[src/rtl/winner_screen_anim.sv]
// rtl/winner_screen_anim.sv - animated end-of-game result screen for player and PC boards
module winner_screen_anim #(
    parameter int ROWS      = 5,
    parameter int COLS      = 5,
    parameter int CW        = 3,
    parameter int TICK_DIV  = 4,
    parameter int BLINKS    = 3,
    parameter int BLINK_LEN = 8,
    parameter int C_WIN     = 3,
    parameter int C_LOSE    = 2,
    parameter int C_DRAW    = 1
) (
    input  logic                     clk,
    input  logic                     rst_n,
    input  logic                     start,
    input  logic [1:0]               result,
    input  logic                     abort,
    output logic                     busy,
    output logic                     done,
    output logic [ROWS*COLS*CW-1:0]  matrix_player,
    output logic [ROWS*COLS*CW-1:0]  matrix_pc
);

    localparam int N  = ROWS * COLS;
    localparam int IW = (N > 1) ? $clog2(N) : 1;
    localparam int TW = (TICK_DIV > 1) ? $clog2(TICK_DIV) : 1;
    localparam int BW = (BLINK_LEN > 1) ? $clog2(BLINK_LEN) : 1;
    localparam int HW = (BLINKS > 0) ? $clog2(2 * BLINKS) : 1;
    localparam bit HAS_BLINK = (BLINKS > 0);

    localparam logic [CW-1:0] CODE_WIN  = CW'(C_WIN);
    localparam logic [CW-1:0] CODE_LOSE = CW'(C_LOSE);
    localparam logic [CW-1:0] CODE_DRAW = CW'(C_DRAW);

    typedef enum logic [2:0] {IDLE, CLEAR, FILL, BLINK, FIN} state_t;

    state_t         state, state_next;
    logic [1:0]     res;
    logic [IW-1:0]  idx;
    logic [TW-1:0]  tick;
    logic [BW-1:0]  blen;
    logic [HW-1:0]  half;

    logic           tick_last, idx_last, blen_last, half_last, blink_en;
    logic           accept, do_abort, do_clear, do_write, do_toggle, do_done;
    logic [CW-1:0]  code_player, code_pc;

    assign tick_last = (tick == TW'(TICK_DIV - 1));
    assign idx_last  = (idx == IW'(N - 1));
    assign blen_last = (blen == BW'(BLINK_LEN - 1));
    assign half_last = (half == HW'(2 * BLINKS - 1));
    assign blink_en  = HAS_BLINK && (res != 2'd3);

    // State register
    always_ff @(posedge clk or negedge rst_n) begin
        if (!rst_n) state <= IDLE;
        else        state <= state_next;
    end

    // Next-state logic: abort wins over everything while the animation runs
    always_comb begin
        state_next = state;
        case (state)
            IDLE:  if (start) state_next = CLEAR;
            CLEAR: state_next = (res == 2'd0) ? IDLE : FILL;
            FILL: begin
                if (abort)                      state_next = IDLE;
                else if (tick_last && idx_last) state_next = blink_en ? BLINK : FIN;
            end
            BLINK: begin
                if (abort)                       state_next = IDLE;
                else if (blen_last && half_last) state_next = FIN;
            end
            FIN:     state_next = IDLE;
            default: state_next = IDLE;
        endcase
    end

    // Control strobes and per-result cell colours
    always_comb begin
        accept    = (state == IDLE) && start;
        do_abort  = abort && busy;
        do_clear  = (state == CLEAR) || do_abort;
        do_write  = (state == FILL) && tick_last && !abort;
        do_toggle = (state == BLINK) && blen_last && !abort;
        do_done   = (state == FIN) && !abort;
        case (res)
            2'd1:    begin code_player = CODE_WIN;  code_pc = CODE_LOSE; end
            2'd2:    begin code_player = CODE_LOSE; code_pc = CODE_WIN;  end
            default: begin code_player = CODE_DRAW; code_pc = CODE_DRAW; end
        endcase
    end

    // Datapath: result latch, counters, status flags and the two board images
    always_ff @(posedge clk or negedge rst_n) begin
        if (!rst_n) begin
            res           <= '0;
            idx           <= '0;
            tick          <= '0;
            blen          <= '0;
            half          <= '0;
            busy          <= 1'b0;
            done          <= 1'b0;
            matrix_player <= '0;
            matrix_pc     <= '0;
        end else begin
            if (accept) res <= result;

            done <= do_done || ((state == CLEAR) && (res == 2'd0));

            if (state == CLEAR)            busy <= (res != 2'd0);
            else if (do_done || do_abort)  busy <= 1'b0;

            tick <= ((state == FILL) && !tick_last && !abort) ? tick + 1'b1 : '0;

            if ((state != FILL) || do_abort) idx <= '0;
            else if (do_write)               idx <= idx_last ? '0 : idx + 1'b1;

            blen <= ((state == BLINK) && !blen_last && !abort) ? blen + 1'b1 : '0;

            if ((state != BLINK) || do_abort) half <= '0;
            else if (do_toggle)               half <= half_last ? '0 : half + 1'b1;

            if (do_clear) begin
                matrix_player <= '0;
                matrix_pc     <= '0;
            end else if (do_write) begin
                matrix_player[idx*CW +: CW] <= code_player;
                matrix_pc[idx*CW +: CW]     <= code_pc;
            end else if (do_toggle) begin
                // half[0]==0 marks an odd toggle: winner goes dark
                if (res == 2'd1) matrix_player <= half[0] ? {N{CODE_WIN}} : '0;
                else             matrix_pc     <= half[0] ? {N{CODE_WIN}} : '0;
            end
        end
    end

endmodule

[config.mk]
export PLATFORM = sky130hd
export DESIGN_NAME = winner_screen_anim
export DESIGN_NICKNAME = d
export VERILOG_FILES = /design/src/rtl/winner_screen_anim.sv
export SDC_FILE = /design/constraint.sdc
export NUM_CORES = 1
export LEC_CHECK = 0
export BUFFER_PORTS_ARGS = -buffer_cell sky130_fd_sc_hd__buf_4
export CAP_MARGIN = 20
export CORE_ASPECT_RATIO = 1.75
export CORE_MARGIN = 1
export CORE_UTILIZATION = 25
export DETAILED_ROUTE_END_ITERATION = 6
export GPL_ROUTABILITY_DRIVEN = 1
export MAX_ROUTING_LAYER = met4
export PLACE_DENSITY = 0.52
export SLEW_MARGIN = 10
export SYNTH_ARGS = -nofsm -noshare
export SYNTH_HDL_FRONTEND = slang
export SYNTH_SLANG_ARGS = --single-unit
[constraint.sdc]
create_clock -name clk -period 3.3 [get_ports clk]
set_clock_uncertainty 0.15 [all_clocks]
set_input_delay 0.165 -clock clk [delete_from_list [all_inputs] [get_ports clk]]
set_output_delay 0.165 -clock clk [all_outputs]
set_load 0.05 [all_outputs]
# Word level (Yosys, flattened, before mapping)
# Cells that the tools add are included.
[classes]
n_reduce_logical = 33
mul = 1
muxes = 31
n_addsub = 5
shifts = 3
n_eq_ne = 17
[op_table]
columns = ["op", "count"]
rows = [
  ["2-to-1 mux 75 bit", 8],
  ["bitwise mux 75 bit", 2],
  ["variable part select 3 x 34 -> 75 bit", 2],
  ["variable shift 3 x 34 -> 75 bit, first input constant", 1],
  ["2-to-1 mux 74 bit", 1],
  ["negation 7 -> 34 bit", 1],
  ["2-to-1 mux 3 bit", 10],
  ["2-to-1 mux 5 bit", 3],
  ["logical AND 1 bit", 14],
  ["case mux 3 bit (4 select lines)", 1],
  ["== test 3 bit, second input constant", 3],
  ["inequality test 3 bit, second input constant", 3],
  ["case mux 2 bit (2 select lines)", 2],
  ["nonzero test 2 bit", 4],
  ["multiplier 5 x 2 -> 7 bit, second input constant", 1],
  ["adder 3 x 1 -> 3 bit, second input constant", 2],
  ["== test 3 x 2 -> 1 bit, second input constant", 2],
  ["inequality test 3 x 2 -> 1 bit, second input constant", 2],
  ["nonzero test 3 bit", 2],
  ["adder 5 x 1 -> 5 bit, second input constant", 1],
  ["== test 5 bit, second input constant", 1],
  ["logical OR 1 bit", 5],
  ["== test 2 bit, second input constant", 2],
  ["2-to-1 mux 2 bit", 2],
  ["other kinds (10)", 15],
]
[word_totals]
register_bits = 170
wordCells = 100

# Longest topological paths before layout
[logic_depth]
word_depth = 6
ltp_mapped = 10
depth_no_buf = 7

# Worst setup path after synthesis
# Ideal clock, no wire load.
[synth_timing]
kind = "register to register"
startpoint = "reg idx[0]"
endpoint = "reg matrix_player[18]"
path_slack_ps = 547
setup_time_ps = 126
arrival_time_ps = 2477
stages_incl_launch_ff = 11
n_path_buf = 3
cell_sequence = "dfrtp_1 -> clkbuf_1 -> inv_1 -> ha_1 -> buf_2 -> inv_1 -> a21oi_1 -> o41ai_4 -> clkbuf_1 -> o211ai_1 -> a221o_1"
[synth_between]
elab_chain_len = 6
elab_cells_between_ends = 7
[synth_rtl]
columns = ["element", "line_no", "source"]
rows = [
  ["start: declaration", "39", "logic [IW-1:0] idx;"],
  ["start signal: assignment", "117", "else if (do_write) idx <= idx_last ? '0 : idx + 1'b1;"],
  ["multiplier 5 x 2 -> 7 bit (*)", "128", "matrix_player[idx*CW +: CW] <= code_player;"],
  ["negation 7 -> 34 bit (*)", "128", ""],
  ["variable part select 3 x 34 -> 75 bit or variable shift 3 x 34 -> 75 bit (tied branches)", "128", ""],
  ["bitwise mux 75 bit (*)", "128", ""],
  ["2-to-1 mux 75 bit (*)", "127", "end else if (do_write) begin"],
  ["2-to-1 mux 75 bit (*)", "124", "if (do_clear) begin"],
  ["end signal: indexed assignment", "128", ""],
  ["end signal: assignment", "132", "if (res == 2'd1) matrix_player <= half[0] ? {N{CODE_WIN}} : '0;"],
  ["end: declaration", "20", "output logic [ROWS*COLS*CW-1:0] matrix_player,"],
]
# Every way passes the cells marked *; elsewhere a longest branch is shown, timed or not.
# A chain may end at the register's enable or synchronous reset.

# Worst setup path in the final report
[layout_timing]
startpoint = "reg idx[1]"
endpoint = "reg matrix_pc[40]"
[layout_between]
elab_chain_len = 6
elab_cells_between_ends = 7
[layout_rtl]
columns = ["element", "line_no", "source"]
rows = [
  ["multiplier 5 x 2 -> 7 bit (*)", "129", "matrix_pc[idx*CW +: CW] <= code_pc;"],
  ["negation 7 -> 34 bit (*)", "129", ""],
  ["variable part select 3 x 34 -> 75 bit or variable shift 3 x 34 -> 75 bit (tied branches)", "129", ""],
  ["bitwise mux 75 bit (*)", "129", ""],
  ["2-to-1 mux 75 bit (*)", "127", ""],
  ["2-to-1 mux 75 bit (*)", "124", ""],
  ["end signal: indexed assignment", "129", ""],
  ["end signal: assignment", "133", "else matrix_pc <= half[0] ? {N{CODE_WIN}} : '0;"],
  ["end: declaration", "21", "output logic [ROWS*COLS*CW-1:0] matrix_pc"],
]
# Marks and branches as above.

==> impl_metrics.json <==
{
  "status": "finished, final reports clean",
  "dp_hpwl_microns": 14200,
  "drc_errors": 0,
  "p_clk_share_pct": 41.0,
  "rsz0062_at_grt": "false",
  "overflow": 0,
  "combPwrFrac_pct": 25.9,
  "cts.sinks": 120,
  "num_io_pins": 158,
  "r2r-start": "idx[1]",
  "fin_crit_sh_pct": 82.5,
  "dr.pass1.iters": 4,
  "rows": 76,
  "path_cells": "inv_1 > ha_1 > xor2_2 > nand2_1 > nor2_1 > o21ai_1 > a221o_1",
  "syn_area_sq_mm": 0.00626,
  "p_switching_mw": 1.62,
  "drv_slew": 0,
  "seqCellArea_sq_mm": 0.00300,
  "ys_seq_elements": 120,
  "finalSetupTns_ps": 0,
  "routed_via_density": 5.04,
  "sw_frac_of_total_pct": 34.0,
  "p_int_mw": 3.13,
  "power_mw": 4.75,
  "synth-main-ff-cell": "dfrtp_1",
  "maxCapViolations": 0,
  "grt_pass1_wl_microns": 30800,
  "ff2ff_path_depth": 7,
  "cts_buffer_depth": 2,
  "reg2reg_slack_ps": 580,
  "synth-async-reset-ratio_pct": 100,
  "die_y_microns": 211,
  "clkLatencyLatePin_ps": 430,
  "nNetsFinal": 731,
  "route.vias.total": 5238,
  "layout-drive-gt1-share_pct": 24.7,
  "synth_area_leaders": "dfrtp_1, a221o_1, buf_4",
  "fillers": 2558,
  "clkSlewWorstSetupHoldPaths_ps": 60,
  "antenna_found_initial": 0,
  "cts_resized": 0,
  "setup_viol": 0,
  "numCtsBuffers": 17,
  "multi_input_area_sq_mm": 0.00278,
  "diodes": 0,
  "syn_inst": 612,
  "wl_microns": 20000,
  "slew_headroom_pct": 54.7,
  "cpMaxStageDelayCell": "dfrtp_1",
  "yosysWarningCount": 0,
  "synth_edf_count": 0,
  "synth_top_area_cell": "dfrtp_1",
  "grt_pass1_vias": 5193,
  "worstPathArrival_ps": 2870,
  "worst_slew_pin_slew_ps": 678,
  "antenna_left": 0,
  "area_delta_synth_final_pct": 26.1,
  "synthDistinctLibCells": 58,
  "wl_per_cell_microns": 19.2,
  "r2r-end": "matrix_pc[40]",
  "ys_seq_area_share_pct": 48.0,
  "yosys.area.top_type_share_pct": 48.0,
  "track_usage_pct": 16.7,
  "hold_viol": 0,
  "fin_crit_ps": 2720,
  "leakage_nw": 3.74,
  "end_kind": "flip-flop",
  "p_per_area_mw_per_mm2": 602,
  "drt_iter0_drc": 333,
  "dieArea_sq_mm": 0.0257,
  "worstPathRequired_ps": 3450,
  "place_congestion": 0.812,
  "cts_tree": "built",
  "cts.htree.levels": 4,
  "critPathLaunchType": "flip-flop",
  "hold_class": "in2async",
  "core_sq_mm": 0.0246,
  "start_util_pct": 25.4,
  "fp.dieW_microns": 122,
  "syn_area_per_cell_sq_um": 10.2,
  "critPathMaxStageDelay_ps": 470,
  "critPathMaxFanout": 11,
  "vdd_drop_max_uv": 307,
  "grt_max_degree": 49,
  "portBuffers": 107,
  "cts-root-buf": "clkbuf_16",
  "fmax_mhz": 368,
  "criticalPathCategory": "reg2reg",
  "seqPwrFrac_pct": 33.1
}
-- cells in the final DEF (no fill, tap or decap), drive strengths merged, types with 16 or more instances in the layout --
master,n
a221o,50
o21ai,47
conb,50
o211ai,16
nand2,37
buf,132
a21oi,50
dfrtp,120
nor2,31
o2bb2ai,35
nor3,20
clkbuf,23
-- power by group through the flow --
stage	clock network, mW	logic [mW]	registers, mW
after floorplan	0	0.927	1.62
after global placement	0	1.23	1.60
after detailed placement	0	1.23	1.60
after CTS	1.99	1.24	1.57
after global routing	2.06	1.35	1.58
final	1.95	1.23	1.57
-- cells in the mapped netlist (4+ instances only) --
cell	number
o22ai_1	8
and3b_1	4
and3_1	4
dfrtp_1	120
nand2_1	37
a22o_1	4
buf_2	14
nor3b_1	7
a31oi_1	6
nor2_1	30
nor3_1	18
nand3_1	5
buf_4	52
a221o_1	50
o21ai_1	8
o2bb2ai_1	35
o211ai_2	4
inv_1	9
ha_1	9
a21oi_1	50
o21ai_0	39
clkbuf_1	29
buf_6	5
nor2b_1	6
o211ai_1	12
-- cells by family after synthesis --
logic type,count (synthesis),share of synthesized area [%]
AOI/OAI and AO/OA,229,26.9
and+or+nand+nor,140,12.2
DFF,120,48.0
buffers and inverters,110,10.6
adders and majority gates,9,1.80
xor gates and xnor gates,3,0.540
other,1,0.0599
-- timing repair --
| action | CTS | global route |
|---|---|---|
| endpoints found under the hold margin | 45 | 0 |
| hold buffers | 5 | 0 |
| setup buffers | 0 | 0 |
| setup endpoints to repair | 0 | 0 |
-- per-layer routing --
layer  GRT usage [%]  part of all wire [%]
met2            28.1                    53
met3            2.88                   4.0
met4            7.36                   2.7
met5               -                     0
met1            19.1                    40
-- worst max-delay path, delay by kind of cell, from the launching register on --
kind	cells	cell delay, ps
flip-flops	1	470
AO/OA/AOI/OAI	2	480
XOR/XNOR	1	390
adder cells (fa/ha/maj)	1	390
AND/OR/NAND/NOR	2	630
buffers and inverters	1	90
-- metrics by stage --
step	worst slack (ps)	hold slack [ps]	utilization, %	std cells	area (sq um)
after global placement	667	52.7	29.3	1004	7230
after CTS	606	161	32.0	1040	7890
after floorplan	547	-281	-	661	6440
after detailed placement	607	53.5	29.3	1004	7230
after global routing	379	186	32.0	1040	7890
final	579	139	32.0	1040	7890
-- final cells by class --
| type | instances | area share, % |
|---|---|---|
| multi-input cells | 431 | 35.3 |
| well taps | 312 | 4.95 |
| flip-flops and latches | 120 | 38.0 |
| clock buffers | 23 | 6.31 |
| clock inverters | 8 | 1.49 |
| inverters | 9 | 0.428 |
| repair buffers | 137 | 13.5 |
-- registers in the layout, indices dropped and copies added, names as in the netlist --
signal         count
half               3
matrix_player     50
res                2
state              3
blen               3
idx                5
busy               1
done               1
tick               2
matrix_pc         50
-- how the worst max path moves through the flow --
stage,start,to,slack (ps),cells past startpoint
6_report,idx[1],matrix_pc[40],580,7
5_1_grt,idx[1],matrix_pc[40],380,7
4_1_cts,idx[1],matrix_pc[46],610,7
3_5_place_dp,idx[1],matrix_pc[34],610,7
3_3_place_gp,idx[1],matrix_pc[34],670,7
2_1_floorplan,idx[0],matrix_player[18],550,10
No activity file was read; power rests on OpenSTA's default activity.
